[src/rtl/oled_init_sequencer.sv]
// Power-up sequencer for the SPI-attached OLED panel: walks a fixed step table of
// supply/reset pin changes, SPI command bytes and handshaked delays.
module oled_init_sequencer #(
  parameter int unsigned TIMEOUT_CYC = 1024,
  parameter int unsigned PTR_W       = 4
) (
  input  logic       clk,
  input  logic       rst,
  input  logic       start,
  output logic [7:0] spi_data,
  output logic       spi_start,
  input  logic       spi_done,
  output logic       dly_en,
  input  logic       delay_done,
  output logic       vdd_n,
  output logic       vbat_n,
  output logic       res_n,
  output logic       dc,
  output logic       busy,
  output logic       init_done,
  output logic       err
);

  localparam int unsigned CntW = $clog2(TIMEOUT_CYC + 1);

  localparam logic [1:0] OpSend  = 2'd0;
  localparam logic [1:0] OpDelay = 2'd1;
  localparam logic [1:0] OpPins  = 2'd2;
  localparam logic [1:0] OpEnd   = 2'd3;

  typedef enum logic [2:0] {
    StIdle, StFetch, StSend, StWaitSpi, StDelay, StGap, StDone, StError
  } state_e;

  // Step layout is {op, arg}; for PINS, arg[2:0] = {vbat_n, res_n, vdd_n}.
  function automatic logic [9:0] step_rom(input logic [PTR_W-1:0] p);
    logic [9:0] s;
    case (int'(p))
      0:       s = {OpPins,  8'h06};
      1:       s = {OpDelay, 8'h00};
      2:       s = {OpSend,  8'hAE};
      3:       s = {OpPins,  8'h04};
      4:       s = {OpDelay, 8'h00};
      5:       s = {OpPins,  8'h06};
      6:       s = {OpSend,  8'h8D};
      7:       s = {OpSend,  8'h14};
      8:       s = {OpPins,  8'h02};
      9:       s = {OpDelay, 8'h00};
      10:      s = {OpSend,  8'hAF};
      default: s = {OpEnd,   8'h00};
    endcase
    return s;
  endfunction

  state_e           state_q, state_d;
  logic [PTR_W-1:0] ptr_q, ptr_d;
  logic [CntW-1:0]  cnt_q, cnt_d;
  logic [7:0]       spi_data_q, spi_data_d;
  logic             dly_en_q, dly_en_d;
  logic [2:0]       pins_q, pins_d;
  logic             init_done_q, init_done_d;
  logic             err_q, err_d;
  logic [9:0]       step;

  always_comb begin
    state_d     = state_q;
    ptr_d       = ptr_q;
    cnt_d       = cnt_q;
    spi_data_d  = spi_data_q;
    dly_en_d    = dly_en_q;
    pins_d      = pins_q;
    init_done_d = init_done_q;
    err_d       = err_q;
    step        = step_rom(ptr_q);

    case (state_q)
      StIdle: begin
        if (start) state_d = StFetch;
      end
      StFetch: begin
        case (step[9:8])
          OpPins: begin
            pins_d = step[2:0];
            ptr_d  = ptr_q + PTR_W'(1);
          end
          OpSend: begin
            spi_data_d = step[7:0];
            state_d    = StSend;
          end
          OpDelay: begin
            dly_en_d = 1'b1;
            state_d  = StDelay;
          end
          default: begin
            init_done_d = 1'b1;
            state_d     = StDone;
          end
        endcase
      end
      StSend: begin
        cnt_d   = '0;
        state_d = StWaitSpi;
      end
      StWaitSpi: begin
        // A completion on the final allowed cycle still counts as success.
        if (spi_done) begin
          ptr_d   = ptr_q + PTR_W'(1);
          state_d = StFetch;
        end else if (cnt_q == CntW'(TIMEOUT_CYC - 1)) begin
          err_d   = 1'b1;
          state_d = StError;
        end else begin
          cnt_d = cnt_q + CntW'(1);
        end
      end
      StDelay: begin
        if (delay_done) begin
          dly_en_d = 1'b0;
          ptr_d    = ptr_q + PTR_W'(1);
          state_d  = StGap;
        end
      end
      StGap: begin
        state_d = StFetch;
      end
      default: begin
        state_d = state_q;
      end
    endcase
  end

  always_ff @(posedge clk) begin
    if (rst) begin
      state_q     <= StIdle;
      ptr_q       <= '0;
      cnt_q       <= '0;
      spi_data_q  <= 8'h00;
      dly_en_q    <= 1'b0;
      pins_q      <= 3'b111;
      init_done_q <= 1'b0;
      err_q       <= 1'b0;
    end else begin
      state_q     <= state_d;
      ptr_q       <= ptr_d;
      cnt_q       <= cnt_d;
      spi_data_q  <= spi_data_d;
      dly_en_q    <= dly_en_d;
      pins_q      <= pins_d;
      init_done_q <= init_done_d;
      err_q       <= err_d;
    end
  end

  assign spi_data  = spi_data_q;
  assign spi_start = (state_q == StSend);
  assign dly_en    = dly_en_q;
  assign vbat_n    = pins_q[2];
  assign res_n     = pins_q[1];
  assign vdd_n     = pins_q[0];
  assign dc        = 1'b0;
  assign busy      = !(state_q inside {StIdle, StDone, StError});
  assign init_done = init_done_q;
  assign err       = err_q;

endmodule
[config.mk]
export PLATFORM = sky130hd
export DESIGN_NAME = oled_init_sequencer
export DESIGN_NICKNAME = d
export VERILOG_FILES = /design/src/rtl/oled_init_sequencer.sv
export SDC_FILE = /design/constraint.sdc
export NUM_CORES = 1
export LEC_CHECK = 0
export ABC_AREA = 1
export CAP_MARGIN = 0
export CORE_MARGIN = 3
export CORE_UTILIZATION = 45
export DETAILED_ROUTE_END_ITERATION = 7
export PLACE_DENSITY = 0.65
export SETUP_SLACK_MARGIN = 0.1
export SYNTH_ARGS = -nofsm -noshare
export SYNTH_HDL_FRONTEND = slang
export SYNTH_SLANG_ARGS = --single-unit
[constraint.sdc]
create_clock -name clk -period 4.6 [get_ports clk]
set_clock_uncertainty 0.05 [all_clocks]
set_input_delay 0.46 -clock clk [delete_from_list [all_inputs] [get_ports clk]]
set_output_delay 0.46 -clock clk [all_outputs]
set_load 0.005 [all_outputs]
==> impl_metrics.json, run 1 <==
{
  "grt.overflow.total": 0,
  "grt_pass1_vias": 1544,
  "end_kind": "register",
  "core_um2": 4060,
  "path_max_fanout": 15,
  "synth-xor-area-share_pct": 1.83,
  "syn_avg_cell_area_um2": 7.20,
  "grt.total_usage_pct": 17.0,
  "nets": 300,
  "instances_no_fill": 338,
  "drt_iter0_drc": 154,
  "gp_congestion": 0.858,
  "grt_max_degree": 16,
  "peakVddDrop_mv": 0.230,
  "synth_cell_types": 30,
  "dpl.hpwl_um": 2980,
  "dieHeight_um": 71.2,
  "cts_setup_buffers": 0,
  "power_density_nw_per_um2": 561,
  "num_vias": 1665,
  "die_area_um2": 5070,
  "finalSetupViolCount": 0,
  "drc": 0,
  "synthAdderAreaFrac_pct": 5.23,
  "leakage_nw": 1.01,
  "synthCells": 266,
  "grt_pass1_wl_um": 7000,
  "finalSetupTns_ns": 0,
  "synth_area_um2": 1910,
  "start_util_pct": 47.2,
  "pin_count": 22,
  "postLayoutCellArea_um2": 2240,
  "placed_cell_area_um2": 2130,
  "synth_compound_area_share_pct": 9.15,
  "wl_per_cell_um": 11.6,
  "min_period_over_period_pct": 51.9,
  "tightest_slew_ns": 0.569,
  "critPathKind": "in -> reg",
  "cts_buffer_depth": 2,
  "rows": 23,
  "drt-pass1-iter-count": 4,
  "final_layout_size_suffix_gt1_share_pct": 12.2,
  "timing.fmax_mhz": 419,
  "yosysSeqAreaShare_pct": 39.7,
  "hold_buffers": 0,
  "clk_latency_ns": 0.28,
  "ys_ff_latch": 38,
  "cp-start-kind": "input port",
  "synthSimpleGateAreaFrac_pct": 35.0,
  "routed_wl_um": 3930,
  "hold_viol_final": 0,
  "required_ns": 4.72,
  "max-cap-violations": 0,
  "insertedDiodeCount": 0,
  "grt_antenna_before_repair": 0,
  "rsz0062_at_grt": "no",
  "cts_sinks": 38,
  "synth_top_family_by_area": "simple AND/OR/NAND/NOR gates",
  "dp.cells": 330,
  "viasPerCell": 4.93,
  "clk_pin_slew_ns": 0.07,
  "port_buffers": 19,
  "clockRootBuffer": "clkbuf_8",
  "status": "finished, final reports clean",
  "die_width_um": 71.2,
  "postRouteAntennaNets": 0,
  "fill_cells": 407,
  "relSlewSlack_pct": 61.9,
  "slew_violations": 0,
  "htreeDepth": 2,
  "min_period_ns": 2.39,
  "cts_resized": 0,
  "synth_mux_area_share_pct": 0,
  "yosys_warnings": 0,
  "cts_made_buffers": 5,
  "hp-class": "reg -> reg",
  "cts_tree": "built",
  "synthToLayoutAreaGrowth_pct": 17.2,
  "cp.arrival_ns": 2.51
}
## routing by layer
layer / wire length [µm] / up-vias / global-route usage (%)
met4: 51 / 0 / 5.43
met1: 2020 / 738 / 23.7
met3: 199 / 6 / 4.77
li1: - / 893 / -
met5: 0 / - / 0
met2: 1670 / 28 / 25.6
## layout make-up
type	count	area, µm²	area share, %
multi-input cells	188	988	44.1
flip-flops and latches	38	761	33.9
repair buffers	19	190	8.48
inverters	35	131	5.86
clock buffers	8	110	4.91
well taps	50	62.6	2.79
## stage by stage
step / hold WS, ns / setup slack (ns) / util [%] / power [mW]
after floorplan: 0.372 / 2.85 / - / 0.857
after detailed placement: 0.389 / 1.89 / 52.6 / 1.00
final: 0.393 / 2.21 / 55.3 / 1.26
after global routing: 0.409 / 1.97 / 55.3 / 1.37
after CTS: 0.399 / 2.20 / 55.3 / 1.27
after global placement: 0.389 / 1.93 / 52.6 / 1.00
## state kept, by name, summed over array words and instances, names as in the netlist, 3 cells and up
register / cells
cnt_q: 11
pins_q: 3
ptr_q: 4
spi_data: 6
state_q: 3
step: 8
## cell usage after synthesis
cell	n	area [µm²]
or2_2	1	6.26
nand2_1	67	251
nor2_4	1	11.3
conb_1	1	3.75
nand3_4	1	17.5
nand2_2	6	37.5
nand3b_1	3	22.5
o21ai_1	1	5.00
inv_1	26	97.6
a31oi_1	1	6.26
nand4_1	2	12.5
inv_2	9	33.8
clkbuf_1	2	7.51
nand4_2	1	12.5
buf_4	4	30.0
nor2_2	3	18.8
nor2_1	19	71.3
o31ai_1	1	7.51
nand2_4	2	22.5
o21ai_2	1	8.76
nand3_2	1	10.0
nand3_1	31	155
nand3b_2	1	11.3
dfxtp_1	38	761
a21oi_1	23	115
o211ai_1	1	7.51
ha_1	8	100
o21ai_0	5	25.0
xor2_1	4	35.0
nor3_1	2	10.0
## worst paths after layout
path,startpoint,end,slack [ns],depth (start not counted)
min reg2reg,cnt_q[10],cnt_q[10],0.39,2
max,rst,step[9],2.21,9
min,cnt_q[10],cnt_q[10],0.39,2
max reg2reg,state_q[0],step[9],2.57,14
## worst max-delay path, cell delays in order
cell and delay, ns:
clkdlybuf4s50_1 0.83, inv_1 0.41, nand3_2 0.27, inv_2 0.07, ha_1 0.29, inv_1 0.05, nand2_1 0.04, inv_1 0.05
a21oi_1 0.03
## logic make-up (layout without fill, tap and decap cells)
logic type      count (synthesis)  in the layout
xor+xnor                        4              4
other cells                     1              2
fa+ha+maj                       8              8
simple gates                  141            141
flops                          38             38
compound gates                 33             33
buf+inv                        41             62
## power by group
| part | internal (mW) | total, mW | leakage [nW] | switching (mW) |
|---|---|---|---|---|
| Combinational | 0.199 | 0.542 | 0.646 | 0.343 |
| Sequential | 0.396 | 0.456 | 0.309 | 0.0598 |
| Clock | 0.151 | 0.262 | 0.0575 | 0.111 |
| Total | 0.746 | 1.26 | 1.01 | 0.513 |
## layout by cell type, fill, tap and decap left out, drive strengths merged
| cell | instances |
|---|---|
| nand3b | 4 |
| nand2 | 75 |
| inv | 35 |
| nand4 | 3 |
| nor2 | 23 |
| clkbuf | 8 |
| a21oi | 23 |
| or2 | 1 |
| ha | 8 |
| conb | 2 |
| clkdlybuf4s50 | 19 |
| xor2 | 4 |
| a31oi | 1 |
| o21ai | 7 |
| dfxtp | 38 |
| o211ai | 1 |
| nand3 | 33 |
| nor3 | 2 |
| o31ai | 1 |
Note: power is estimated with default switching activity, not from simulation.
==> inputs of run 2 (changes only) <==
- clock period: 4.6 -> 2.27 ns (I/O delays scaled with it)
==> impl_metrics.json, run 2 (same netlist as run 1, synthesis figures left out) <==
{
  "status": "finished, final reports clean",
  "clk_latency_ns": 0.29,
  "cts_tree": "built",
  "clk_pin_slew_ns": 0.07,
  "largest_register_ffs": 11,
  "rsz0062_at_grt": "no",
  "tightest_slew_ns": 0.538,
  "finalSetupViolCount": 0,
  "viasPerCell": 4.88,
  "grt_pass1_vias": 1484,
  "peakVddDrop_mv": 0.507,
  "finalSetupTns_ns": 0,
  "hold_buffers": 0,
  "wl_per_cell_um": 11.6,
  "grt_max_degree": 15,
  "cp-start-kind": "register",
  "hold_start": "cnt_q[10]",
  "die_area_um2": 5070,
  "hold_viol_final": 0,
  "whs_endpoint": "cnt_q[10]",
  "fin_ws_ns": 0.269,
  "drt-pass1-iter-count": 4,
  "min_period_over_period_pct": 88.1,
  "min_period_ns": 2.00,
  "final_layout_size_suffix_gt1_share_pct": 12.2,
  "cts_setup_buffers": 0,
  "pin_count": 22,
  "nets": 302,
  "power_density_nw_per_um2": 1110,
  "path_max_fanout": 7,
  "grt.total_usage_pct": 17.1,
  "cts_buffer_depth": 2,
  "routed_wl_um": 3930,
  "drt_iter0_drc": 107,
  "grt_use_met2_pct": 23.7,
  "r2r-start": "state_q[2]",
  "dieHeight_um": 71.2,
  "synthToLayoutAreaGrowth_pct": 16.5,
  "rows": 23,
  "leakage_nw": 1.01,
  "port_buffers": 19,
  "worst-r2r-cell-count": 14,
  "timing.critical_path.from": "state_q[2]",
  "regMostFlops": "cnt_q",
  "hp-class": "reg -> reg",
  "critPathKind": "reg -> reg",
  "required_ns": 2.41,
  "clockRootBuffer": "clkbuf_8",
  "timing.fmax_mhz": 500,
  "start_util_pct": 47.2,
  "htreeDepth": 2,
  "top_usage_layer": "met1",
  "grt_antenna_before_repair": 0,
  "grt_pass1_wl_um": 6900,
  "die_width_um": 71.2,
  "min_path_cells": 2,
  "drc": 0,
  "gp_congestion": 0.782,
  "rr_endpoint": "step[8]",
  "core_um2": 4060,
  "max-cap-violations": 0,
  "cts_made_buffers": 5,
  "num_vias": 1648,
  "pre_cts_slack_ns": 0.212,
  "layout_common_cells": "nand2_1 (67), dfxtp_1 (38), nand3_1 (31), inv_1 (26), a21oi_1 (23)",
  "relSlewSlack_pct": 64.0,
  "cts_resized": 0,
  "dpl.hpwl_um": 2960,
  "cts_sinks": 38,
  "met3_usage_pct": 4.91,
  "fill_cells": 393,
  "grtUsageMet1_pct": 25.0,
  "cp.arrival_ns": 2.14,
  "grt.overflow.total": 0,
  "slew_violations": 0,
  "r2r_slack_ns": 0.27,
  "final_common_cell": "nand2_1",
  "insertedDiodeCount": 0,
  "postRouteAntennaNets": 0,
  "end_kind": "register"
}
## run 2: worst max path at each step
| stage | endpoint | slack [ns] | cells after the start |
|---|---|---|---|
| after floorplan | step[9] | 0.52 | 14 |
| after global placement | step[9] | 0.25 | 14 |
| after detailed placement | step[9] | 0.21 | 14 |
| after CTS | step[9] | 0.29 | 14 |
| after global routing | step[9] | 0.12 | 14 |
| final | step[8] | 0.27 | 14 |
## run 2: critical path: stages (launching register included)
cell and delay [ns]:
dfxtp_1 0.48, inv_1 0.13, nand3_1 0.16, nand2_1 0.09, inv_2 0.07, nand2_4 0.07, nand2_4 0.10, nand2_1 0.07
nand3_2 0.14, inv_2 0.07, ha_1 0.22, inv_1 0.08, nand2_1 0.06, nand3_1 0.07, nand2_1 0.05
## run 2: metrics by stage
step                utilization, %  cells  hold WS (ns)  area [µm²]  total power, mW
floorplan                        -    267         0.246        1920             1.74
global placement              52.9    332         0.380        2150             2.03
detailed placement            52.9    332         0.382        2150             2.03
CTS                           55.0    338         0.392        2230             2.49
global route                  55.0    338         0.421        2230             2.69
finish                        55.0    338         0.389        2230             2.47
## run 2: per-layer routing
| metal | routed length, µm | vias up | part of all wire [%] |
|---|---|---|---|
| li1 | - | 891 | - |
| met1 | 2080 | 713 | 53 |
| met2 | 1560 | 36 | 40 |
| met3 | 219 | 8 | 5.6 |
| met4 | 63 | 0 | 1.6 |
| met5 | 0 | - | 0 |
## run 2: report_power, final
| group | switching, mW | leakage [nW] | internal (mW) |
|---|---|---|---|
| Clock | 0.223 | 0.0431 | 0.234 |
| Combinational | 0.685 | 0.655 | 0.407 |
| Sequential | 0.120 | 0.309 | 0.802 |
| Total | 1.03 | 1.01 | 1.44 |
## run 2: area by class of cell
cell class | instances | area, µm² | share of cell area [%]
inverters | 35 | 131 | 5.89
flip-flops and latches | 38 | 761 | 34.1
well taps | 50 | 62.6 | 2.80
clock buffers | 6 | 82.6 | 3.70
repair buffers | 21 | 205 | 9.20
multi-input cells | 188 | 988 | 44.3
==> RTL edit, RTL diff (flow settings as in run 2) <==
Put a register stage on the outputs `spi_start`, `vdd_n`, `vbat_n`, `res_n` and `busy`, with the module's reset. The values now appear one clock later. The other outputs are not delayed to match.
--- a/src/rtl/oled_init_sequencer.sv
+++ b/src/rtl/oled_init_sequencer.sv
@@ -152,13 +152,23 @@
   end
 
   assign spi_data  = spi_data_q;
-  assign spi_start = (state_q == StSend);
   assign dly_en    = dly_en_q;
-  assign vbat_n    = pins_q[2];
-  assign res_n     = pins_q[1];
-  assign vdd_n     = pins_q[0];
   assign dc        = 1'b0;
-  assign busy      = !(state_q inside {StIdle, StDone, StError});
+  always_ff @(posedge clk) begin
+    if (rst) begin
+      spi_start <= '0;
+      vdd_n     <= '0;
+      vbat_n    <= '0;
+      res_n     <= '0;
+      busy      <= '0;
+    end else begin
+      spi_start <= (state_q == StSend);
+      vdd_n     <= pins_q[0];
+      vbat_n    <= pins_q[2];
+      res_n     <= pins_q[1];
+      busy      <= !(state_q inside {StIdle, StDone, StError});
+    end
+  end
   assign init_done = init_done_q;
   assign err       = err_q;
 
Formal check against the unedited RTL: not equivalent (Yosys sat finds a counterexample within 4 cycles, from zero or initial values and one cycle with rst high).
==> RTL edit against run 2 <==
Routed wire length is 0.66% higher; via count is 6.2% higher; sequential cell count is 5 higher; synthesized area is 7.3% higher; setup slack worse by 0.027 ns; design area is 9.5% higher; power is 18% higher; final cell count is 4.1% higher; critical path type unchanged; critical endpoint is now step[2]; largest cell class unchanged; highest routed layer unchanged.
==> RTL edit: results (changes against run 2) <==
stage,metric,value,unit,change
clocking,cts-root-buf,clkbuf_8,,unchanged
clocking,cts.path.max_buffers,2,,unchanged
worst_setup_path,slowest_stage,dfxtp_2,,was dfxtp_1
drt,drt_iter0_drc,100,,was 107
synth,ys_warn_count,0,,unchanged
synth,synth_commonest_cells,"nand2_1 (52), dfxtp_1 (43), nand3_1 (32), inv_1 (30), a21oi_1 (23)",,"was nand2_1 (67), dfxtp_1 (38), nand3_1 (31), inv_1 (26), a21oi_1 (23)"
synth,synth_area_leaders,"dfxtp_1 (42%), nand2_1 (9.5%), nand3_1 (7.8%)",,"was dfxtp_1 (40%), nand2_1 (13%), nand3_1 (8.1%)"
finish,n_fill_cell,390,,was 393
synth,syn_area_per_cell,7.498,um^2,was 7.197 um^2
power,ir_worst_vdd,0.6724,mV,was 0.5067 mV
synth,ys.flop_type,dfxtp_1,,unchanged
worst_setup_path,cpPeakStageDelay,0.37,ns,was 0.48 ns
synth,yosysSeqAreaShare,41.90,%,was 39.74%
finish,nets,314,,was 302
global_routing,grt_pass1_vias,1481,,was 1484
drt,vias,1750,,was 1648
status,status,"complete, no violations",,unchanged
drt,wirelength,3954,um,was 3928 um
worst_setup_path,crit_fanout,7,,unchanged
place,dpl.cell_count,342,,was 332
worst_setup_path,worstPathArrival,2.16,ns,was 2.14 ns
clocking,clk_latency,0.29,ns,about the same
place,gp_congestion,0.8191,,was 0.7816
clocking,numCtsBuffers,5,,unchanged
global_routing,antenna_found_initial,0,,unchanged
place,dp_hpwl,2963,um,was 2961 um
global_routing,grt_pass1_wl,6548,um,was 6900 um
finish,layout.cells.non_filler,352,,was 338
global_routing,grt_max_degree,16,,was 15
place,dpl_cell_area,2302,um^2,was 2148 um^2
power,switchingPower,1.143,mW,was 1.028 mW
drt,first_pass_iters,5,,was 4
clocking,htreeDepth,2,,unchanged
place,portBuffers,19,,unchanged
power,p_leak,1.092,nW,was 1.008 nW
place,pre_cts_ws,0.1164,ns,was 0.2117 ns
global_routing,track_usage,15.45,%,was 17.07%
finish,drive_above_1_share,15.56,%,was 12.15%
synth,synthArstFlopShare,0,%,unchanged
synth,synth_cell_types,32,,was 30
finish,largest_register,cnt_q,,unchanged
clocking,clkSlewWorstSetupHoldPaths,0.08,ns,
finish,largest_reg_flops,11,,unchanged
[RTL edit: cell count changes after synthesis, sizes merged, moves of 2 or more]
cell / delta
nand2: -11
dfxtp: +5
nand3: +4
o21ai: +4
clkinv: +3
inv: +2
nand3b: -2
nand4: -2
nor3: +2
o211ai: +2
[RTL edit: final timing paths]
path	end	from	slack [ns]	depth (start not counted)
setup reg to reg	step[2]	state_q[1]	0.24	14
setup / recovery	step[2]	state_q[1]	0.24	14
hold / removal	vbat_n	pins_q[2]	0.39	2
hold reg to reg	vbat_n	pins_q[2]	0.39	2
[RTL edit: power by group through the flow]
stage / sequential [mW] / combinational, mW / clock (mW)
after floorplan: 1.05 / 0.931 / 0
after global placement: 1.07 / 1.21 / 0
after detailed placement: 1.07 / 1.23 / 0
after CTS: 1.05 / 1.24 / 0.629
after global routing: 1.09 / 1.43 / 0.659
final: 1.06 / 1.25 / 0.606
[RTL edit: logic make-up (layout without fill, tap and decap cells)]
group | after synthesis | count (layout) | synth area share, %
adder cells (fa/ha/maj) | 8 | 8 | 4.872
other | 1 | 2 | 0.1825
AO/OA/AOI/OAI | 37 | 37 | 9.379
buffers and inverters | 47 | 74 | 9.744
flip-flops | 43 | 43 | 41.90
AND/OR/NAND/NOR | 135 | 135 | 32.64
XOR/XNOR | 3 | 3 | 1.279
[RTL edit: area by class of cell]
cell class	instances	area, um^2	share of cell area (%)
clock buffer	6	82.58	3.379
clock inverter	2	35.03	1.434
inverter	40	153.9	6.298
multi-input combinational	185	1002	41.01
sequential	43	864.6	35.38
tap	50	62.56	2.560
timing repair buffer	26	242.7	9.933
[RTL edit: metal layers]
metal	routed length (um)	GRT usage, %	part of all wire (%)	vias up
met4	49	5.433	1.2	0
met3	197	4.241	5.0	4
li1	-	-	-	926
met1	2026	21.76	51	779
met5	0	0	0	-
met2	1680	22.54	42	41
[RTL edit: worst reg2reg max path: stages (launching register included)]
cell     delay [ns]
dfxtp_2        0.37
nor2_2         0.17
nand3_1        0.17
nand2_2        0.11
inv_2          0.06
nand2_4        0.10
inv_2          0.05
or2_1          0.23
nand2_2        0.14
inv_1          0.07
ha_1           0.20
nand2_2        0.07
inv_2          0.04
nand2_4        0.05
nand2_1        0.05
[RTL edit: timing repair]
item                                    in CTS  in global routing
endpoints found under the setup margin       0                  4
setup buffers                                0                  2
resized for setup                            0                  5
endpoints found under the hold margin        0                  0
